[src/rtl/dmem_dma_if.sv]
// Data-memory bus between the copy engine and a single-port-style memory.
// Reads return data one cycle after the request; writes complete in the
// cycle they are requested.
interface dmem_dma_if;
    logic [31:0] dmem_rd_addr;
    logic        dmem_rd_req;
    logic [31:0] dmem_rd_data;
    logic [31:0] dmem_wr_addr;
    logic [31:0] dmem_wr_data;
    logic [3:0]  dmem_wr_be;
    logic        dmem_wr_req;

    // Copy engine side
    modport master (
        output dmem_rd_addr,
        output dmem_rd_req,
        input  dmem_rd_data,
        output dmem_wr_addr,
        output dmem_wr_data,
        output dmem_wr_be,
        output dmem_wr_req
    );

    // Memory side
    modport slave (
        input  dmem_rd_addr,
        input  dmem_rd_req,
        output dmem_rd_data,
        input  dmem_wr_addr,
        input  dmem_wr_data,
        input  dmem_wr_be,
        input  dmem_wr_req
    );
endinterface

[src/rtl/dmem_dma.sv]
// Word-granular memory-to-memory copy engine.
// One read per cycle in RUN; each read's data is written back one cycle
// later with no buffering, so read data flows straight to the write port.
//
//   state  | meaning
//   -------+----------------------------------------------------------
//   IDLE   | waiting for start; parameters latched on start
//   RUN    | issuing reads (stalled while hold=1); writes trail by one
//   DRAIN  | final write of the copy, no read
//   FIN    | one-cycle done pulse, then back to IDLE
module dmem_dma #(
    parameter int LENWIDTH = 16
) (
    input  logic                clk,
    input  logic                reset,
    input  logic                start,
    input  logic [31:0]         src_addr,
    input  logic [31:0]         dst_addr,
    input  logic [LENWIDTH-1:0] len,
    input  logic                hold,
    output logic                busy,
    output logic                done,
    dmem_dma_if.master          dmem
);

    typedef enum logic [1:0] {
        S_IDLE  = 2'd0,
        S_RUN   = 2'd1,
        S_DRAIN = 2'd2,
        S_FIN   = 2'd3
    } state_t;

    state_t              state_q, state_d;
    logic [31:0]         src_q, src_d;
    logic [31:0]         dst_q, dst_d;
    logic [LENWIDTH-1:0] cnt_q, cnt_d;
    logic                wr_req_q, wr_req_d;
    logic [31:0]         rd_addr_last_q, rd_addr_last_d;
    logic [31:0]         wr_addr_last_q, wr_addr_last_d;
    logic                rd_req;

    // State, address/count registers and the one-stage write pipeline
    always_ff @(posedge clk) begin
        if (reset) begin
            state_q        <= S_IDLE;
            src_q          <= 32'h0;
            dst_q          <= 32'h0;
            cnt_q          <= '0;
            wr_req_q       <= 1'b0;
            rd_addr_last_q <= 32'h0;
            wr_addr_last_q <= 32'h0;
        end else begin
            state_q        <= state_d;
            src_q          <= src_d;
            dst_q          <= dst_d;
            cnt_q          <= cnt_d;
            wr_req_q       <= wr_req_d;
            rd_addr_last_q <= rd_addr_last_d;
            wr_addr_last_q <= wr_addr_last_d;
        end
    end

    // Next-state, read issue and status outputs
    always_comb begin
        state_d = state_q;
        src_d   = src_q;
        cnt_d   = cnt_q;
        rd_req  = 1'b0;
        busy    = 1'b0;
        done    = 1'b0;

        // Destination advances after each write beat; overridden on start.
        dst_d   = wr_req_q ? (dst_q + 32'd4) : dst_q;

        case (state_q)
            S_IDLE: begin
                if (start) begin
                    src_d   = src_addr & ~32'h3;
                    dst_d   = dst_addr & ~32'h3;
                    cnt_d   = len;
                    state_d = S_RUN;
                end
            end
            S_RUN: begin
                // A zero-length copy passes through RUN for one cycle with
                // no bus activity and without raising busy, so its done
                // pulse lands two cycles after start like a normal copy's
                // pipeline would.
                if (cnt_q == '0) begin
                    state_d = S_FIN;
                end else begin
                    busy = 1'b1;
                    if (!hold) begin
                        rd_req = 1'b1;
                        src_d  = src_q + 32'd4;
                        cnt_d  = cnt_q - 1'b1;
                        if (cnt_q == LENWIDTH'(1)) begin
                            state_d = S_DRAIN;
                        end
                    end
                end
            end
            S_DRAIN: begin
                busy    = 1'b1;
                state_d = S_FIN;
            end
            S_FIN: begin
                done    = 1'b1;
                state_d = S_IDLE;
            end
            default: begin
                state_d = S_IDLE;
            end
        endcase

        wr_req_d       = rd_req;
        rd_addr_last_d = rd_req   ? src_q : rd_addr_last_q;
        wr_addr_last_d = wr_req_q ? dst_q : wr_addr_last_q;
    end

    // Bus outputs; addresses hold their last driven value between requests
    always_comb begin
        dmem.dmem_rd_req  = rd_req;
        dmem.dmem_rd_addr = rd_req ? src_q : rd_addr_last_q;
        dmem.dmem_wr_req  = wr_req_q;
        dmem.dmem_wr_addr = wr_req_q ? dst_q : wr_addr_last_q;
        dmem.dmem_wr_data = dmem.dmem_rd_data;
        dmem.dmem_wr_be   = wr_req_q ? 4'hF : 4'h0;
    end

endmodule

[src/flat_wrapper.sv]
// flat-port wrapper written by rule: the top's interface ports become plain ports
module dmem_dma_flat 
#(
    parameter int LENWIDTH = 16
)
  (clk, reset, start, src_addr, dst_addr, len, hold, busy, done, dmem_dmem_rd_addr, dmem_dmem_rd_req, dmem_dmem_rd_data, dmem_dmem_wr_addr, dmem_dmem_wr_data, dmem_dmem_wr_be, dmem_dmem_wr_req);
  dmem_dma_if dmem_i ();
  input  logic clk;
  input  logic reset;
  input  logic start;
  input  logic [31:0] src_addr;
  input  logic [31:0] dst_addr;
  input  logic [LENWIDTH-1:0] len;
  input  logic hold;
  output logic busy;
  output logic done;
  output wire logic [$bits(dmem_i.dmem_rd_addr)-1:0] dmem_dmem_rd_addr;
  output wire logic [$bits(dmem_i.dmem_rd_req)-1:0] dmem_dmem_rd_req;
  input wire logic [$bits(dmem_i.dmem_rd_data)-1:0] dmem_dmem_rd_data;
  output wire logic [$bits(dmem_i.dmem_wr_addr)-1:0] dmem_dmem_wr_addr;
  output wire logic [$bits(dmem_i.dmem_wr_data)-1:0] dmem_dmem_wr_data;
  output wire logic [$bits(dmem_i.dmem_wr_be)-1:0] dmem_dmem_wr_be;
  output wire logic [$bits(dmem_i.dmem_wr_req)-1:0] dmem_dmem_wr_req;
  assign dmem_dmem_rd_addr = dmem_i.dmem_rd_addr;
  assign dmem_dmem_rd_req = dmem_i.dmem_rd_req;
  assign dmem_i.dmem_rd_data = dmem_dmem_rd_data;
  assign dmem_dmem_wr_addr = dmem_i.dmem_wr_addr;
  assign dmem_dmem_wr_data = dmem_i.dmem_wr_data;
  assign dmem_dmem_wr_be = dmem_i.dmem_wr_be;
  assign dmem_dmem_wr_req = dmem_i.dmem_wr_req;
  dmem_dma #(.LENWIDTH(LENWIDTH)) u_core (.clk(clk), .reset(reset), .start(start), .src_addr(src_addr), .dst_addr(dst_addr), .len(len), .hold(hold), .busy(busy), .done(done), .dmem(dmem_i));
endmodule
[config.mk]
export PLATFORM = sky130hd
export DESIGN_NAME = dmem_dma_flat
export DESIGN_NICKNAME = d
export VERILOG_FILES = /design/src/rtl/dmem_dma_if.sv /design/src/rtl/dmem_dma.sv /design/src/flat_wrapper.sv
export SDC_FILE = /design/constraint.sdc
export NUM_CORES = 1
export LEC_CHECK = 0
export ABC_AREA = 1
export CAP_MARGIN = 30
export CORE_MARGIN = 2
export CORE_UTILIZATION = 54
export CTS_BUF_LIST = sky130_fd_sc_hd__clkbuf_16
export DETAILED_ROUTE_END_ITERATION = 12
export PLACE_DENSITY = 0.87
export SYNTH_ARGS = -nofsm -noshare
export SYNTH_HDL_FRONTEND = slang
export SYNTH_SLANG_ARGS = --single-unit
[constraint.sdc]
create_clock -name clk -period 3 [get_ports clk]
set_input_delay 0.45 -clock clk [delete_from_list [all_inputs] [get_ports clk]]
set_output_delay 0.45 -clock clk [all_outputs]
set_load 0.05 [all_outputs]
==> flow_summary.json, run 1 <==
{
  "run_status": "finished clean",
  "worst_skew_pair.late_latency_ns": 0.43,
  "detail-route-antenna-nets": 0,
  "drt_first_iter_violations": 831,
  "flow.area_growth_from_synthesis_pct": 25.5,
  "post_cts_buffers": 0,
  "grt_setup_unrepaired": "yes",
  "startpoint_of_the_most_critical_hold_path": "u_core.rd_addr_last_q[1]$_SDFF_PP0_",
  "final_max_slew_viol_count": 0,
  "syn_nets": 1505,
  "ctsHoldBuffers": 0,
  "slew_headroom_pct": 55.4,
  "placed_cells": 1665,
  "die_span_y_um": 129,
  "finalNonFillerCells": 1697,
  "drt_first_pass_iters": 7,
  "finalPower_w": 0.0110,
  "worstMarginPinSlew_ns": 0.669,
  "power.ir.vdd_worst_uv": 610,
  "io_pins": 220,
  "postSynth.topFlopCell": "sky130_fd_sc_hd__dfxtp_1",
  "routabilityCongestion": 0.927,
  "diodes": 0,
  "grt_usage_pct": 26.8,
  "ys_types": 38,
  "cts.htree.levels": 4,
  "synth-async-reset-ratio_pct": 0,
  "final.min_clock_period_ns": 2.87,
  "final-seq-area_um2": 2860,
  "cp_slowest_stage_delay_ns": 0.84,
  "dpl_cell_area_um2": 10000,
  "proportion_of_synthesized_chip_area_in_sequential_cells_pct": 33.8,
  "cp_data_arrival_time_ns": 2.42,
  "power_leakage_nw": 4.95,
  "crit_fanout": 6,
  "total_congestion_overflow_after_global_routing": 0,
  "number_of_antenna_violations_at_the_first_check_in_global_routing": 0,
  "worst_setup_hold_path_clk_slew_ns": 0.06,
  "setup_viol_count_final": 0,
  "cp_cell_sequence": "inv_1 > ha_1 > nand2_1 > nor2_2 > nand2_1 > nand2_2 > nor2_4 > clkdlybuf4s50_1",
  "grt_pass1_wl_um": 36500,
  "crit_path_start_kind": "flop",
  "cp_data_required_time_ns": 2.55,
  "design.final.nets": 1598,
  "critical_path_end_type": "output port",
  "drc_errors": 0,
  "fin_worst_skew_ns": 0.00857,
  "worstSetupStartpoint": "u_core.cnt_q[0]$_SDFFE_PP0P_",
  "multi_input_comb_area_um2": 4380,
  "viasPerCell": 5.19,
  "fp-row-count": 45,
  "setup_total_negative_slack_ns": 0,
  "wl_per_cell_um": 13.1,
  "layout.cell_area.non_filler_um2": 10600,
  "hold_violations": 0,
  "root_buffer": "sky130_fd_sc_hd__clkbuf_16",
  "crit_type": "flop to output port",
  "regToRegStartpoint": "u_core.state_q[0]$_SDFFE_PP0P_",
  "die_width_um": 129,
  "min-delay-path-class": "flop to flop",
  "vias": 8815,
  "synth-edff-count": 0,
  "clk_path_buf_depth": 2,
  "cp_common_cell": "sky130_fd_sc_hd__nand2_1",
  "portBuffers": 151,
  "fill_cells": 1244,
  "synth.avg_cell_area_um2": 6.15,
  "die-area_um2": 16700,
  "post_dp_hpwl_um": 15800,
  "clock_tree_from_tritoncts": "built",
  "totalWireLength_um": 22300,
  "first_global_vias": 7884,
  "maximum_number_of_pins_on_one_net_before_global_route_repair": 69,
  "numClockSinks": 143,
  "worst_path_max_delay_cell": "sky130_fd_sc_hd__clkdlybuf4s50_1",
  "layout.core_utilization_pct": 69.8,
  "synthCells": 1380,
  "powerDensity_nw_per_um2": 1030,
  "cts_made_buffers": 17,
  "synth.ff_latch_count": 143,
  "final_layout_size_suffix_gt1_share_pct": 10.6,
  "post-route-period-util_pct": 95.6,
  "ys.warnings.count": 0,
  "initial_utilization_pct": 55.6,
  "fmaxAchievable_ghz": 0.349,
  "drv_cap": 0,
  "synthesis.area_um2": 8480,
  "coreArea_um2": 15300
}
==> layer usage <==
layer | vias to the layer above | global-route usage [%] | part of all wire, %
li1 | 4438 | - | -
met1 | 3928 | 35.9 | 43
met2 | 409 | 44.0 | 47
met3 | 40 | 4.46 | 8.5
met4 | 0 | 9.34 | 1.8
met5 | - | 0 | 0
==> worst paths after layout <==
path / endpoint / slack [ns] / cells after the start
worst max-delay path: dmem_dmem_rd_req / 0.13 / 8
worst min-delay path: u_core.rd_addr_last_q[1]$_SDFF_PP0_ / 0.44 / 2
worst max register to register: u_core.src_q[8]$_SDFFE_PP0P_ / 0.59 / 9
worst min register to register: u_core.rd_addr_last_q[1]$_SDFF_PP0_ / 0.44 / 2
==> cell usage after synthesis (2+ instances only) <==
cell / instances / area, µm²
sky130_fd_sc_hd__buf_4: 38 / 285
sky130_fd_sc_hd__nand3_2: 2 / 20.0
sky130_fd_sc_hd__buf_6: 11 / 124
sky130_fd_sc_hd__nand4_1: 11 / 68.8
sky130_fd_sc_hd__o21bai_1: 4 / 30.0
sky130_fd_sc_hd__buf_1: 7 / 26.3
sky130_fd_sc_hd__o22ai_1: 3 / 18.8
sky130_fd_sc_hd__a21oi_2: 18 / 158
sky130_fd_sc_hd__xor2_1: 6 / 52.6
sky130_fd_sc_hd__clkbuf_1: 29 / 109
sky130_fd_sc_hd__o211ai_1: 3 / 22.5
sky130_fd_sc_hd__buf_2: 5 / 25.0
sky130_fd_sc_hd__a21oi_1: 60 / 300
sky130_fd_sc_hd__nor2_4: 3 / 33.8
sky130_fd_sc_hd__ha_1: 9 / 113
sky130_fd_sc_hd__xnor2_1: 7 / 61.3
sky130_fd_sc_hd__o21ai_1: 40 / 200
sky130_fd_sc_hd__nand3_1: 78 / 390
sky130_fd_sc_hd__inv_2: 2 / 7.51
sky130_fd_sc_hd__nor3_1: 11 / 55.1
sky130_fd_sc_hd__nor2_1: 228 / 856
sky130_fd_sc_hd__or2_2: 5 / 31.3
sky130_fd_sc_hd__o21ai_0: 48 / 240
sky130_fd_sc_hd__inv_1: 170 / 638
sky130_fd_sc_hd__dfxtp_1: 143 / 2860
sky130_fd_sc_hd__nand2_1: 407 / 1530
sky130_fd_sc_hd__nand3b_1: 7 / 52.6
sky130_fd_sc_hd__a211oi_1: 3 / 22.5
sky130_fd_sc_hd__a31oi_1: 3 / 18.8
sky130_fd_sc_hd__nand2_2: 3 / 18.8
sky130_fd_sc_hd__nor2_2: 9 / 56.3
==> cell families after synthesis <==
kind of cell	after synthesis	synth area share, %
buffers and inverters	264	14.6
XOR/XNOR	13	1.34
AND/OR/NAND/NOR	767	36.9
adder cells (fa/ha/maj)	9	1.33
AO/OA/AOI/OAI	184	12.1
flip-flops	143	33.8
==> layout by cell type (no fill, tap or decap), types with 33 or more instances in the layout <==
cell type,instances
sky130_fd_sc_hd__o21ai_1,40
sky130_fd_sc_hd__buf_12,33
sky130_fd_sc_hd__clkdlybuf4s50_1,82
sky130_fd_sc_hd__nand3_1,78
sky130_fd_sc_hd__o21ai_0,48
sky130_fd_sc_hd__nor2_1,228
sky130_fd_sc_hd__nand2_1,407
sky130_fd_sc_hd__a21oi_1,60
sky130_fd_sc_hd__buf_4,48
sky130_fd_sc_hd__dfxtp_1,143
sky130_fd_sc_hd__inv_1,170
==> worst max-delay path: cells and delay by family (launching register included) <==
family,cells,cell delay (ns)
DFF,1,0.35
and+or+nand+nor,5,0.46
buffers and inverters,2,0.96
adders and majority gates,1,0.21
==> power breakdown <==
part / total [W] / leakage (nW) / internal [W] / switching (W)
combinational: 0.00572 / 3.49 / 0.00215 / 0.00357
clock: 0.00214 / 0.293 / 0.00130 / 0.000839
sequential: 0.00310 / 1.17 / 0.00245 / 0.000654
total: 0.0110 / 4.95 / 0.00590 / 0.00506
==> stage by stage <==
stage / setup slack (ns) / hold slack (ns)
floorplan: 0.534 / 0.416
global placement: 0.510 / 0.424
detailed placement: 0.452 / 0.435
CTS: 0.000533 / 0.444
global route: -0.0108 / 0.459
finish: 0.131 / 0.443
==> state kept, by name, indices dropped and copies added (netlist names) <==
name	count
u_core.cnt_q	16
u_core.dmem.dmem_wr_req	1
u_core.wr_addr_last_q	32
u_core.rd_addr_last_q	32
u_core.dst_q	30
u_core.src_q	30
u_core.state_q	2
==> layout make-up <==
| class | instances | area share [%] |
|---|---|---|
| Clock inverter | 15 | 1.60 |
| Tap cell | 211 | 2.48 |
| Sequential cell | 143 | 26.9 |
| Inverter | 173 | 6.17 |
| Multi-Input combinational cell | 973 | 41.2 |
| Timing Repair Buffer | 165 | 17.7 |
| Clock buffer | 17 | 4.00 |
==> what timing repair did <==
action / CTS / global route
setup endpoints to repair: 0 / 33
resized for setup: 0 / 3
hold endpoints to repair: 0 / 0
(Power assumes the default switching activity.)
==> run 2: changes to the inputs <==
--- a/config.mk
+++ b/config.mk
@@ -12,6 +12,7 @@
 export CTS_BUF_LIST = sky130_fd_sc_hd__clkbuf_16
 export DETAILED_ROUTE_END_ITERATION = 12
 export PLACE_DENSITY = 0.87
+export SETUP_SLACK_MARGIN = 0.2
 export SYNTH_ARGS = -nofsm -noshare
 export SYNTH_HDL_FRONTEND = slang
 export SYNTH_SLANG_ARGS = --single-unit
==> run 2 against run 1 <==
Compared with the run above: power grew 2.3%; core utilization increased by 1.1 points; hold slack got worse by 0.0011 ns; first-iteration DRC count grew 15%; clock power is essentially flat; fmax is 5.9% higher; sequential share of layout area fell by 0.41 points; register-to-register slack about the same; die area stayed put; largest power group unchanged.
==> flow_summary.json, run 2 (synthesized netlist as in run 1, its figures left out) <==
{
  "fin_worst_skew_ns": 0.00767,
  "clk_path_buf_depth": 2,
  "clock_tree_from_tritoncts": "built",
  "worst_setup_hold_path_clk_slew_ns": 0.06,
  "min_path_cells": 2,
  "run_status": "finished clean",
  "setup_total_negative_slack_ns": 0,
  "first_global_vias": 7884,
  "fp-row-count": 45,
  "crit_fanout": 8,
  "terminus_of_the_critical_flop_to_flop_path": "u_core.src_q[8]$_SDFFE_PP0P_",
  "drt_first_pass_iters": 6,
  "root_buffer": "sky130_fd_sc_hd__clkbuf_16",
  "final_max_slew_viol_count": 0,
  "detail-route-antenna-nets": 0,
  "crit_path_start_kind": "flop",
  "cp_data_arrival_time_ns": 2.26,
  "coreArea_um2": 15300,
  "power_leakage_nw": 5.00,
  "wl_per_cell_um": 13.7,
  "slew_headroom_pct": 54.4,
  "die_span_y_um": 129,
  "post-route-period-util_pct": 90.3,
  "min-delay-path-class": "flop to flop",
  "final_layout_size_suffix_gt1_share_pct": 12.3,
  "hold_violations": 0,
  "total_congestion_overflow_after_global_routing": 0,
  "grt_pass1_wl_um": 36500,
  "r2r_slack_ns": 0.59,
  "cts_made_buffers": 17,
  "design.final.nets": 1605,
  "vias": 8933,
  "routabilityCongestion": 0.927,
  "regToRegStartpoint": "u_core.state_q[0]$_SDFFE_PP0P_",
  "worstSetupStartpoint": "u_core.cnt_q[0]$_SDFFE_PP0P_",
  "number_of_antenna_violations_at_the_first_check_in_global_routing": 0,
  "flow.area_growth_from_synthesis_pct": 27.5,
  "viasPerCell": 5.24,
  "maximum_number_of_pins_on_one_net_before_global_route_repair": 69,
  "drc_errors": 0,
  "mostFrequentLayoutCells": "405 x sky130_fd_sc_hd__nand2_1, 227 x sky130_fd_sc_hd__nor2_1, 168 x sky130_fd_sc_hd__inv_1",
  "worst_skew_pair.late_latency_ns": 0.42,
  "layout.cell_area.non_filler_um2": 10800,
  "critical_path_end_type": "output port",
  "post_dp_hpwl_um": 15800,
  "layout.core_utilization_pct": 70.9,
  "fmaxAchievable_ghz": 0.369,
  "dp_worst_setup_slack_ns": 0.452,
  "grt_usage_pct": 26.8,
  "largest_registers": "u_core.rd_addr_last_q (32), u_core.wr_addr_last_q (32)",
  "initial_utilization_pct": 55.6,
  "setup_slack_ns": 0.292,
  "finalPower_w": 0.0112,
  "die_width_um": 129,
  "drv_cap": 0,
  "crit_type": "flop to output port",
  "grt_setup_unrepaired": "no",
  "numClockSinks": 143,
  "worstMarginPinSlew_ns": 0.684,
  "diodes": 0,
  "die-area_um2": 16700,
  "powerDensity_nw_per_um2": 1040,
  "cp_data_required_time_ns": 2.55,
  "setup_viol_count_final": 0,
  "most_common_cell_after_layout_fill_and_taps_aside": "sky130_fd_sc_hd__nand2_1",
  "final.min_clock_period_ns": 2.71,
  "power.ir.vdd_worst_uv": 625,
  "r2r_cells": 9,
  "io_pins": 220,
  "worst_hold_path.endpoint": "u_core.wr_addr_last_q[1]$_SDFF_PP0_",
  "dpl_cell_area_um2": 10000,
  "cts.htree.levels": 4,
  "totalWireLength_um": 23400,
  "portBuffers": 151,
  "drt_first_iter_violations": 957,
  "startpoint_of_the_most_critical_hold_path": "u_core.wr_addr_last_q[1]$_SDFF_PP0_"
}
[run 2: worst max-delay path by stage]
stage | end | slack (ns) | cells after the start
finish | dmem_dmem_rd_addr[28] | 0.29 | 12
global route | dmem_dmem_rd_addr[3] | 0.18 | 12
CTS | dmem_dmem_rd_addr[8] | 0.13 | 12
detailed placement | dmem_dmem_rd_addr[3] | 0.45 | 7
global placement | dmem_dmem_rd_addr[1] | 0.51 | 7
floorplan | busy | 0.53 | 7
[run 2: stage by stage]
| stage | std cells | hold WS, ns |
|---|---|---|
| after floorplan | 1380 | 0.416 |
| after global placement | 1664 | 0.424 |
| after detailed placement | 1665 | 0.435 |
| after CTS | 1697 | 0.444 |
| after global routing | 1704 | 0.459 |
| final | 1704 | 0.442 |
[run 2: layout make-up]
type                       count  area, µm²
timing repair inverter         3       40.0
tap                          211        264
clock buffer                  17        425
fill                        1215       4440
inverter                     173        662
multi-input combinational    973       4440
timing repair buffer         169       1940
sequential                   143       2860
clock inverter                15        170
[run 2: critical path, stage by stage, from the launching register on]
cell                      delay [ns]
sky130_fd_sc_hd__dfxtp_2        0.34
sky130_fd_sc_hd__inv_2          0.07
sky130_fd_sc_hd__ha_1           0.19
sky130_fd_sc_hd__nand2_1        0.07
sky130_fd_sc_hd__nor2_2         0.05
sky130_fd_sc_hd__nand2_2        0.08
sky130_fd_sc_hd__nand2_2        0.08
sky130_fd_sc_hd__nor2_4         0.24
sky130_fd_sc_hd__buf_4          0.19
sky130_fd_sc_hd__inv_6          0.07
sky130_fd_sc_hd__o21ai_1        0.19
sky130_fd_sc_hd__inv_1          0.10
sky130_fd_sc_hd__buf_12         0.16
[run 2: repair_timing]
action / 4_1_cts / 5_1_grt
setup buffers: 0 / 4
pin swaps: 0 / 1
resized for setup: 3 / 26
cloned: 0 / 3
endpoints found under the setup margin: 34 / 32
hold buffers: 0 / 0
[run 2: routing by layer]
metal	GRT usage, %	wire (µm)
met1	35.9	9920
met2	44.0	11100
met3	4.46	1920
met4	9.34	478
met5	0	0
[run 2: power by group]
group	switching [W]	internal (W)	leakage [nW]
Sequential	0.000678	0.00245	1.17
Clock	0.000837	0.00130	0.293
Combinational	0.00371	0.00223	3.54
Total	0.00523	0.00599	5.00
